--- config.mk ---
export PLATFORM = sky130hd
export DESIGN_NAME = spectrum_bar_renderer
export DESIGN_NICKNAME = d
export VERILOG_FILES = /design/src/rtl/spectrum_pkg.sv /design/src/rtl/peak_hold_bank.sv /design/src/rtl/spectrum_bar_renderer.sv
export SDC_FILE = /design/constraint.sdc
export NUM_CORES = 1
export LEC_CHECK = 0
export CORE_MARGIN = 2
export CORE_UTILIZATION = 55
export CTS_CLUSTER_SIZE = 8
export DETAILED_ROUTE_END_ITERATION = 8
export DONT_BUFFER_PORTS = 1
export GPL_TIMING_DRIVEN = 0
export PLACE_DENSITY = 0.7
export SETUP_SLACK_MARGIN = 0.02
export SYNTH_ARGS = -nofsm -noshare
export SYNTH_HDL_FRONTEND = slang
export SYNTH_SLANG_ARGS = --single-unit
--- constraint.sdc ---
create_clock -name clk -period 10.1 [get_ports clk]
set_input_delay 1.01 -clock clk [delete_from_list [all_inputs] [get_ports clk]]
set_output_delay 1.01 -clock clk [all_outputs]
set_load 0.02 [all_outputs]
--- src/rtl/spectrum_pkg.sv ---
// Shared types, defaults and helpers for the spectrum bar renderer and its peak-hold bank.
package spectrum_pkg;

    localparam int MAG_WIDTH_DEF = 23;
    localparam int N_BINS_DEF    = 16;
    localparam int X_WIDTH_DEF   = 10;
    localparam int MAG_SHIFT_DEF = 13;
    localparam int ROW_SHIFT_DEF = 3;
    localparam int Y_OFFSET_DEF  = 0;
    localparam int DECAY_DEF     = 1;
    localparam int BIN_W         = $clog2(N_BINS_DEF);

    // Working width of the saturating helpers; wide enough for any pixel coordinate.
    localparam int SAT_W = 32;

    typedef enum logic {
        IDLE = 1'b0,
        COPY = 1'b1
    } copy_state_t;

    function automatic logic [SAT_W-1:0] sat_sub(input logic [SAT_W-1:0] a,
                                                 input logic [SAT_W-1:0] b);
        return (a > b) ? (a - b) : '0;
    endfunction

endpackage

--- src/rtl/peak_hold_bank.sv ---
// Per-bin displayed bar length and decaying peak marker, updated one bin per cycle
// during a copy and read combinationally by the raster row.
module peak_hold_bank
    import spectrum_pkg::*;
#(
    parameter int N_BINS  = N_BINS_DEF,
    parameter int X_WIDTH = X_WIDTH_DEF,
    parameter int DECAY   = DECAY_DEF
) (
    input  logic                       clk,
    input  logic                       reset_n,
    input  logic                       copy_en,
    input  logic [$clog2(N_BINS)-1:0]  copy_idx,
    input  logic [X_WIDTH-1:0]         copy_len,
    input  logic [$clog2(N_BINS)-1:0]  rd_row,
    output logic [X_WIDTH-1:0]         rd_disp,
    output logic [X_WIDTH-1:0]         rd_peak
);

    localparam int IDX_W = $clog2(N_BINS);

    logic [X_WIDTH-1:0] disp_reg [N_BINS];
    logic [X_WIDTH-1:0] peak_reg [N_BINS];

    genvar gi;
    generate
        for (gi = 0; gi < N_BINS; gi++) begin : g_bin
            logic               hit;
            logic [X_WIDTH-1:0] decayed;
            logic [X_WIDTH-1:0] peak_next;

            assign hit       = copy_en && (copy_idx == IDX_W'(gi));
            assign decayed   = X_WIDTH'(sat_sub(SAT_W'(peak_reg[gi]), SAT_W'(DECAY)));
            // A fresh bar longer than the decayed marker pushes the marker up.
            assign peak_next = (copy_len > decayed) ? copy_len : decayed;

            always_ff @(posedge clk or negedge reset_n) begin
                if (!reset_n) begin
                    disp_reg[gi] <= '0;
                    peak_reg[gi] <= '0;
                end else if (hit) begin
                    disp_reg[gi] <= copy_len;
                    peak_reg[gi] <= peak_next;
                end
            end
        end
    endgenerate

    assign rd_disp = disp_reg[rd_row];
    assign rd_peak = peak_reg[rd_row];

endmodule

--- src/rtl/spectrum_bar_renderer.sv ---
// Double-buffered N-bin bar graph: shadow bins from the sdft are copied into the
// display/peak bank on each frame edge and drawn as horizontal bars on the raster.
module spectrum_bar_renderer
    import spectrum_pkg::*;
#(
    parameter int MAG_WIDTH = MAG_WIDTH_DEF,
    parameter int N_BINS    = N_BINS_DEF,
    parameter int X_WIDTH   = X_WIDTH_DEF,
    parameter int MAG_SHIFT = MAG_SHIFT_DEF,
    parameter int ROW_SHIFT = ROW_SHIFT_DEF,
    parameter int Y_OFFSET  = Y_OFFSET_DEF,
    parameter int DECAY     = DECAY_DEF
) (
    input  logic                       clk,
    input  logic                       reset_n,
    input  logic                       bin_valid,
    input  logic [$clog2(N_BINS)-1:0]  bin_index,
    input  logic [MAG_WIDTH-1:0]       bin_mag,
    output logic                       bin_ready,
    input  logic                       frame_strobe,
    input  logic [X_WIDTH-1:0]         x_px,
    input  logic [X_WIDTH-1:0]         y_px,
    input  logic                       activevideo,
    output logic                       r,
    output logic                       g,
    output logic                       b,
    output logic                       frame_overrun
);

    localparam int IDX_W = $clog2(N_BINS);
    localparam logic [X_WIDTH-1:0] LEN_MAX = '1;

    // ---------------- shadow buffer ----------------
    logic [MAG_WIDTH-1:0] shadow_reg [N_BINS];

    genvar gi;
    generate
        for (gi = 0; gi < N_BINS; gi++) begin : g_shadow
            always_ff @(posedge clk or negedge reset_n) begin
                if (!reset_n) begin
                    shadow_reg[gi] <= '0;
                end else if (bin_valid && bin_ready && (bin_index == IDX_W'(gi))) begin
                    shadow_reg[gi] <= bin_mag;
                end
            end
        end
    endgenerate

    // ---------------- copy FSM ----------------
    copy_state_t        state_reg, state_next;
    logic [IDX_W-1:0]   idx_reg, idx_next;
    logic               overrun_reg, overrun_next;
    logic               strobe_reg;
    logic               rise;
    logic               copy_en;

    assign rise = frame_strobe && !strobe_reg;

    always_ff @(posedge clk or negedge reset_n) begin
        if (!reset_n) begin
            state_reg   <= IDLE;
            idx_reg     <= '0;
            overrun_reg <= 1'b0;
            strobe_reg  <= 1'b0;
        end else begin
            state_reg   <= state_next;
            idx_reg     <= idx_next;
            overrun_reg <= overrun_next;
            strobe_reg  <= frame_strobe;
        end
    end

    always_comb begin
        state_next   = state_reg;
        idx_next     = idx_reg;
        overrun_next = overrun_reg;
        bin_ready    = 1'b0;
        copy_en      = 1'b0;
        case (state_reg)
            IDLE: begin
                bin_ready = 1'b1;
                if (rise) begin
                    state_next = COPY;
                    idx_next   = '0;
                end
            end
            COPY: begin
                copy_en  = 1'b1;
                idx_next = idx_reg + 1'b1;
                // A second edge mid-copy is only flagged; the running copy finishes.
                if (rise) begin
                    overrun_next = 1'b1;
                end
                if (idx_reg == IDX_W'(N_BINS - 1)) begin
                    state_next = IDLE;
                    idx_next   = '0;
                end
            end
            default: state_next = IDLE;
        endcase
    end

    assign frame_overrun = overrun_reg;

    // Bar length in pixels, clamped so large magnitudes never wrap.
    logic [MAG_WIDTH-1:0] len_wide;
    logic [X_WIDTH-1:0]   copy_len;

    assign len_wide = shadow_reg[idx_reg] >> MAG_SHIFT;
    assign copy_len = (len_wide > MAG_WIDTH'(LEN_MAX)) ? LEN_MAX : len_wide[X_WIDTH-1:0];

    // ---------------- display / peak bank ----------------
    logic [IDX_W-1:0]   rd_row;
    logic [X_WIDTH-1:0] rd_disp;
    logic [X_WIDTH-1:0] rd_peak;

    peak_hold_bank #(
        .N_BINS  (N_BINS),
        .X_WIDTH (X_WIDTH),
        .DECAY   (DECAY)
    ) u_bank (
        .clk      (clk),
        .reset_n  (reset_n),
        .copy_en  (copy_en),
        .copy_idx (idx_reg),
        .copy_len (copy_len),
        .rd_row   (rd_row),
        .rd_disp  (rd_disp),
        .rd_peak  (rd_peak)
    );

    // ---------------- pixel decode ----------------
    logic [X_WIDTH:0]   yrel_ext;
    logic [X_WIDTH-1:0] yrel;
    logic [X_WIDTH-1:0] row_full;
    logic [X_WIDTH-1:0] row_hi;
    logic               in_band;
    logic               bar_on;
    logic               peak_on;

    // The extra top bit borrows when y_px is above the first bar line.
    assign yrel_ext = {1'b0, y_px} - (X_WIDTH + 1)'(Y_OFFSET);
    assign yrel     = yrel_ext[X_WIDTH-1:0];
    assign row_full = yrel >> ROW_SHIFT;
    assign row_hi   = row_full >> IDX_W;
    assign rd_row   = row_full[IDX_W-1:0];

    assign in_band = activevideo && !yrel_ext[X_WIDTH] && (row_hi == '0)
                     && !(&yrel[ROW_SHIFT-1:0]);
    assign bar_on  = in_band && (x_px < rd_disp);
    assign peak_on = in_band && (rd_peak != '0) && (x_px == rd_peak);

    always_ff @(posedge clk or negedge reset_n) begin
        if (!reset_n) begin
            r <= 1'b0;
            g <= 1'b0;
            b <= 1'b0;
        end else begin
            r <= peak_on;
            g <= bar_on && !peak_on;
            b <= bar_on;
        end
    end

endmodule

==> flow_summary.toml, run 1 <==
[outcome]
status = "finished clean"

[synth]
syn_area_per_cell_um2 = 10.07
netlist.area_leader.share = 0.3811
syn_area_um2 = 32170
synthTopCellsByArea = "dfrtp_1, mux4_2, mux2_2"
seq_area_frac_synth = 0.3811
synth_top_area_cell = "dfrtp_1"
ys_warn_count = 0
synth_cell_types = 85
synth_top_flop_cell = "dfrtp_1"
synth-edff-count = 0
synth_nets = 3437
synthArstFlopShare = 1.000
synth_cells = 3196
synth_seq_cells = 490

[hold_path]
hp-class = "input pin to asynchronous set/reset pin"

[power]
power_frac_seq = 0.239
pwr-share-clk = 0.158
switchingPower_w = 0.006854
ir_drop_uv = 330.4
leakage_nw = 16.25
p_sw_frac = 0.4844
p_int_w = 0.007296
p_per_area_nw_per_um2 = 401.5
combPwrFrac = 0.603

[floorplan]
core_um2 = 57810
die_w_um = 245.9
initial_core_util = 0.5566
die_h_um = 245.9
io_pins = 57
fp-row-count = 88
die_area_um2 = 60450

[critical_path]
critPathCaptureType = "flip-flop"
r2r_slack_ps = 4160
slowest_delay_ps = 920
crit_type = "flip-flop to flip-flop"
cp_max_fo = 25
crit_start = "idx_reg[1]"
reg2reg_from = "idx_reg[1]"
path_delay_family = "buffers and inverters"
cp_num_cells = 16
reg2regPathDepth = 16
crit_required_ps = 10610
reg2reg_to = "u_bank.peak_reg[109]"
cp_common_cell = "clkbuf_1"
cp.arrival_ps = 6450
cp_slowest_cell = "buf_2"
endpoint = "u_bank.peak_reg[109]"
cp_num_buf_inv = 6
cp-start-kind = "flip-flop"
crit_chain = "buf_6 > buf_2 > clkbuf_1 > mux4_2 > mux4_2 > clkbuf_1 > buf_2 > ha_1 > nor2b_1 > o21ai_0 > o21ai_0 > a21oi_1 > o31a_1 > clkbuf_1 > nor4_1 > a211o_1"

[clock_network]
clk-insertion-delay-late_ps = 640
clk_pin_slew_ps = 50
cts_setup_buffers = 0
clock_sinks = 490
holdBufCountCts = 0
cts_buffers = 72
cts_resized = 0
cts_tree = "yes"
clk_path_buf_depth = 3
h-tree-depth = 3
cts_root_buf = "clkbuf_16"

[timing]
setup_viol = 0
fmax_mhz = 168.3
tightest_slew_ps = 1399
setup_tns_ps = 0
skew_ps = 39.19
max_slew_margin = 0.06715
fin_crit_ps = 5941
timing.final.crit_share = 0.5883
rsz0062_at_grt = "false"
final-hold-violation-count = 0
slew_violations = 0

[final_layout]
fin_cells = 4053
final_nets = 3514
final_util = 0.6096
final_common_cell = "dfrtp_1"
area_growth_pct = 9.520
drive_gt1_frac = 0.1771
layout_common_cells = "dfrtp_1, nand2_1, nor2_1"

[grt]
grt_first_pass_wirelength_mm = 163.7
antenna_found_initial = 5
grt_overflow = 0
grt_usage = 0.3629
grt_start_max_net_pins = 491
grt_pass1_vias = 26900

[placement]
place_congestion = 1.007
dpl.cell_count = 3964
numPortBuffers = 0
hpwl_mm = 76.40

[detailed_routing]
wire_per_inst_um = 26.75
postRouteAntennaNets = 0
drc = 0
via_per_inst = 6.641
drt_iter0_drc = 2877
drt-total-wl_mm = 108.4
first_pass_iters = 6
vias = 26920

[flow_run]
cap_violations = 0
-- synth_stat cells (9+ instances only) --
master	number
nand2_1	445
xor2_1	45
nand3_1	82
nand4_1	35
buf_1	17
or3_1	54
and3_1	11
inv_1	117
o21ai_1	54
mux2i_1	112
o21ai_0	157
or2_2	21
mux4_2	137
a21oi_1	105
buf_2	42
o211ai_1	22
nor2b_1	46
nor4_1	17
a21o_1	29
clkbuf_1	115
o31ai_1	9
or4_1	13
buf_6	11
nor2_1	235
o21a_1	15
a221o_1	9
nor3b_1	26
a211o_1	10
mux2_2	232
xnor2_1	56
a22oi_1	9
a211oi_1	21
nor3_1	74
ha_1	189
dfrtp_1	490
-- routing by layer --
metal	up-vias	wire, µm	global-route usage	part of all wire
li1	11670	-	-	-
met1	13420	42930	0.4785	0.40
met2	1461	48320	0.5556	0.45
met3	353	10550	0.08185	0.097
met4	8	6556	0.2014	0.060
met5	-	49	0	0.00045
-- power groups by stage --
stage,Combinational [W],Sequential (W),Clock (W)
3_5_place_dp,0.00831,0.00337,0
3_3_place_gp,0.00799,0.00332,0
6_report,0.00853,0.00338,0.00224
2_1_floorplan,0.00621,0.00303,0
4_1_cts,0.00836,0.00334,0.00224
5_1_grt,0.00932,0.00343,0.00233
-- worst min path at each step --
stage,slack (ps),startpoint,endpoint
after global placement,450,u_bank.disp_reg[136],u_bank.disp_reg[136]
after floorplan,440,u_bank.disp_reg[12],u_bank.disp_reg[12]
after CTS,50,reset_n,shadow_reg[18]
after detailed placement,460,u_bank.disp_reg[138],u_bank.disp_reg[138]
final,80,reset_n,shadow_reg[294]
after global routing,50,reset_n,shadow_reg[18]
-- worst register-to-register path: cells and delay by family (launching register included) --
family / cells / cell delay (ps)
multiplexers: 2 / 570
flip-flops: 1 / 390
adder cells (fa/ha/maj): 1 / 410
AND/OR/NAND/NOR: 2 / 230
AO/OA/AOI/OAI: 5 / 1030
buffers and inverters: 6 / 3190
-- area by class of cell --
class                           instances  area [µm²]
Clock inverter                          9       185.2
Timing Repair Buffer                    3       58.81
Multi-Input combinational cell       2396       18600
Tap cell                              765       957.2
Inverter                              119       446.7
Sequential cell                       490       12260
Buffer                                191       878.3
Clock buffer                           78        1844
Antenna cell                            2       5.005
Fill cell                            4689       22570
-- per-stage QoR --
| step | instance area (µm²) | setup WS [ps] | hold WS (ps) | power [W] |
|---|---|---|---|---|
| 4_1_cts | 35230 | 3908 | 51.98 | 0.01395 |
| 2_1_floorplan | 32170 | 5682 | 440.6 | 0.009241 |
| 3_5_place_dp | 33200 | 3955 | 457.4 | 0.01168 |
| 3_3_place_gp | 33130 | 3510 | 453.0 | 0.01132 |
| 6_report | 35240 | 4159 | 80.02 | 0.01415 |
| 5_1_grt | 35240 | 3878 | 49.31 | 0.01507 |
-- cell families after synthesis --
group,Yosys count,share of synthesized area
mux,484,0.2133
compound gates,507,0.09889
xor+xnor,101,0.02749
simple gates,1113,0.1640
buf+inv,310,0.04106
flops,490,0.3811
fa+ha+maj,191,0.07416
Power figures use the tool's default switching activity.
==> run 2, diff against run 1 <==
Settings changed: PLACE_DENSITY 0.7 to 0.73.
Clock period 10.1 ns to 5 ns, I/O delays scaled along.
==> flow_summary.toml, run 2 (same netlist as run 1, synthesis figures left out) <==
[clock_network]
clk_path_buf_depth = 3
cts_tree = "yes"
cts_buffers = 71
cts_root_buf = "clkbuf_16"
clk-insertion-delay-late_ps = 670
h-tree-depth = 3
clock_sinks = 490
clk_pin_slew_ps = 50
holdBufCountCts = 12

[timing]
rsz0062_at_grt = "false"
final-hold-violation-count = 490
whs_ps = -466.7
timing.final.crit_share = 0.9763
setup_slack_ps = 118.6
fmax_mhz = 204.9
skew_ps = 68.01
max_slew_margin = 0.03728
slew_violations = 0
tightest_slew_ps = 1439
setup_tns_ps = 0
setup_viol = 0
fin_crit_ps = 4881

[grt]
antenna_found_initial = 4
grt_start_max_net_pins = 491
grt_pass1_vias = 27040
grt_first_pass_wirelength_mm = 166.8
grt_overflow = 0
grt_usage = 0.3706

[floorplan]
die_area_um2 = 60450
fp-row-count = 88
io_pins = 57
initial_core_util = 0.5566
die_h_um = 245.9
core_um2 = 57810
die_w_um = 245.9

[hold_path]
hp-class = "input pin to asynchronous set/reset pin"

[placement]
place_congestion = 0.9746
dpl.cell_count = 3964
hpwl_mm = 77.36
dpl_worst_slack_ps = -1311
numPortBuffers = 0
placed_area_um2 = 33190

[detailed_routing]
drt-total-wl_mm = 111.5
first_pass_iters = 6
vias = 27460
via_per_inst = 6.747
drc = 0
drt_iter0_drc = 3055
wire_per_inst_um = 27.39
postRouteAntennaNets = 0

[power]
leakage_nw = 16.41
p_total_w = 0.02913
ir_drop_uv = 614.5
p_per_area_nw_per_um2 = 817.7

[outcome]
violations = "hold timing"
status = "complete, but fails checks"

[final_layout]
layout_common_cells = "dfrtp_1, nand2_1, nor2_1"
final_cell_area_um2 = 35620
area_growth_pct = 10.71
final_common_cell = "dfrtp_1"
drive_gt1_frac = 0.1823
final_nets = 3533
fin_cells = 4070

[critical_path]
cp_max_fo = 25
critPathCaptureType = "flip-flop"
crit_required_ps = 5560
cp-start-kind = "flip-flop"
cp.arrival_ps = 5440
crit_type = "flip-flop to flip-flop"

[flow_run]
cap_violations = 0
[run 2: changes by cell type in the layout (fill, tap and decap cells not counted), moves of 6 or more]
cell           change
buf_2             -11
buf_6              +6
clkbuf_1           -6
dlygate4sd3_1     +12
buf_4              +7
[run 2: critical path, cell delays in order, from the launching register on]
cell,delay (ps)
dfrtp_1,400
buf_6,190
buf_2,320
clkbuf_4,350
mux4_2,340
mux4_2,460
buf_2,300
buf_6,330
ha_1,350
nand2_1,70
nor3_1,230
or3b_2,470
mux2i_1,240
a221oi_4,80
buf_4,220
or3_1,320
nand3_1,90
[run 2: area by class of cell]
| type | count | area (µm²) |
|---|---|---|
| Antenna cell | 2 | 5.005 |
| Fill cell | 4644 | 22190 |
| Clock buffer | 77 | 1799 |
| Timing Repair inverter | 1 | 7.507 |
| Clock inverter | 7 | 210.2 |
| Sequential cell | 490 | 12260 |
| Multi-Input combinational cell | 2396 | 18650 |
| Timing Repair Buffer | 25 | 289.0 |
| Tap cell | 765 | 957.2 |
| Buffer | 188 | 992.2 |
| Inverter | 119 | 452.9 |
[run 2: final timing paths]
check | startpoint | endpoint | slack (ps) | cells after the start
worst max-delay path | idx_reg[1] | u_bank.peak_reg[137] | 120 | 16
worst min-delay path | reset_n | shadow_reg[248] | -470 | 0
min in group clk | bin_mag[16] | shadow_reg[292] | 10 | 1
worst min register to register | u_bank.disp_reg[135] | u_bank.disp_reg[135] | 480 | 2
max in group asynchronous | reset_n | u_bank.peak_reg[64] | 4260 | 0
worst max register to register | idx_reg[1] | u_bank.peak_reg[137] | 120 | 16
[run 2: where the power goes]
group          leakage (nW)  internal, W  switching (W)  total [W]
logic                  8.89      0.00709         0.0107     0.0178
clock network         0.962      0.00257        0.00190    0.00448
registers              6.56      0.00529        0.00158    0.00687
total                  16.4       0.0150         0.0142     0.0291
[run 2: timing repair]
action,4_1_cts,5_1_grt
gates resized for setup,29,36
cloned,1,1
setup buffers,6,2
pin swaps,0,1
hold endpoints to repair,547,490
setup endpoints to repair,160,123
[run 2: per-stage QoR]
step / utilization / hold WS, ps
floorplan: - / 204.4
global placement: 0.5732 / 218.2
detailed placement: 0.5742 / 213.6
CTS: 0.6137 / -482.9
global route: 0.6162 / -482.5
finish: 0.6162 / -466.7
[run 2: per-layer routing]
metal | track usage | vias up | routed length (µm)
met3 | 0.08993 | 392 | 11320
li1 | - | 11720 | -
met2 | 0.5809 | 1579 | 50670
met1 | 0.4750 | 13760 | 42660
met4 | 0.1993 | 4 | 6814
met5 | 0 | - | 32
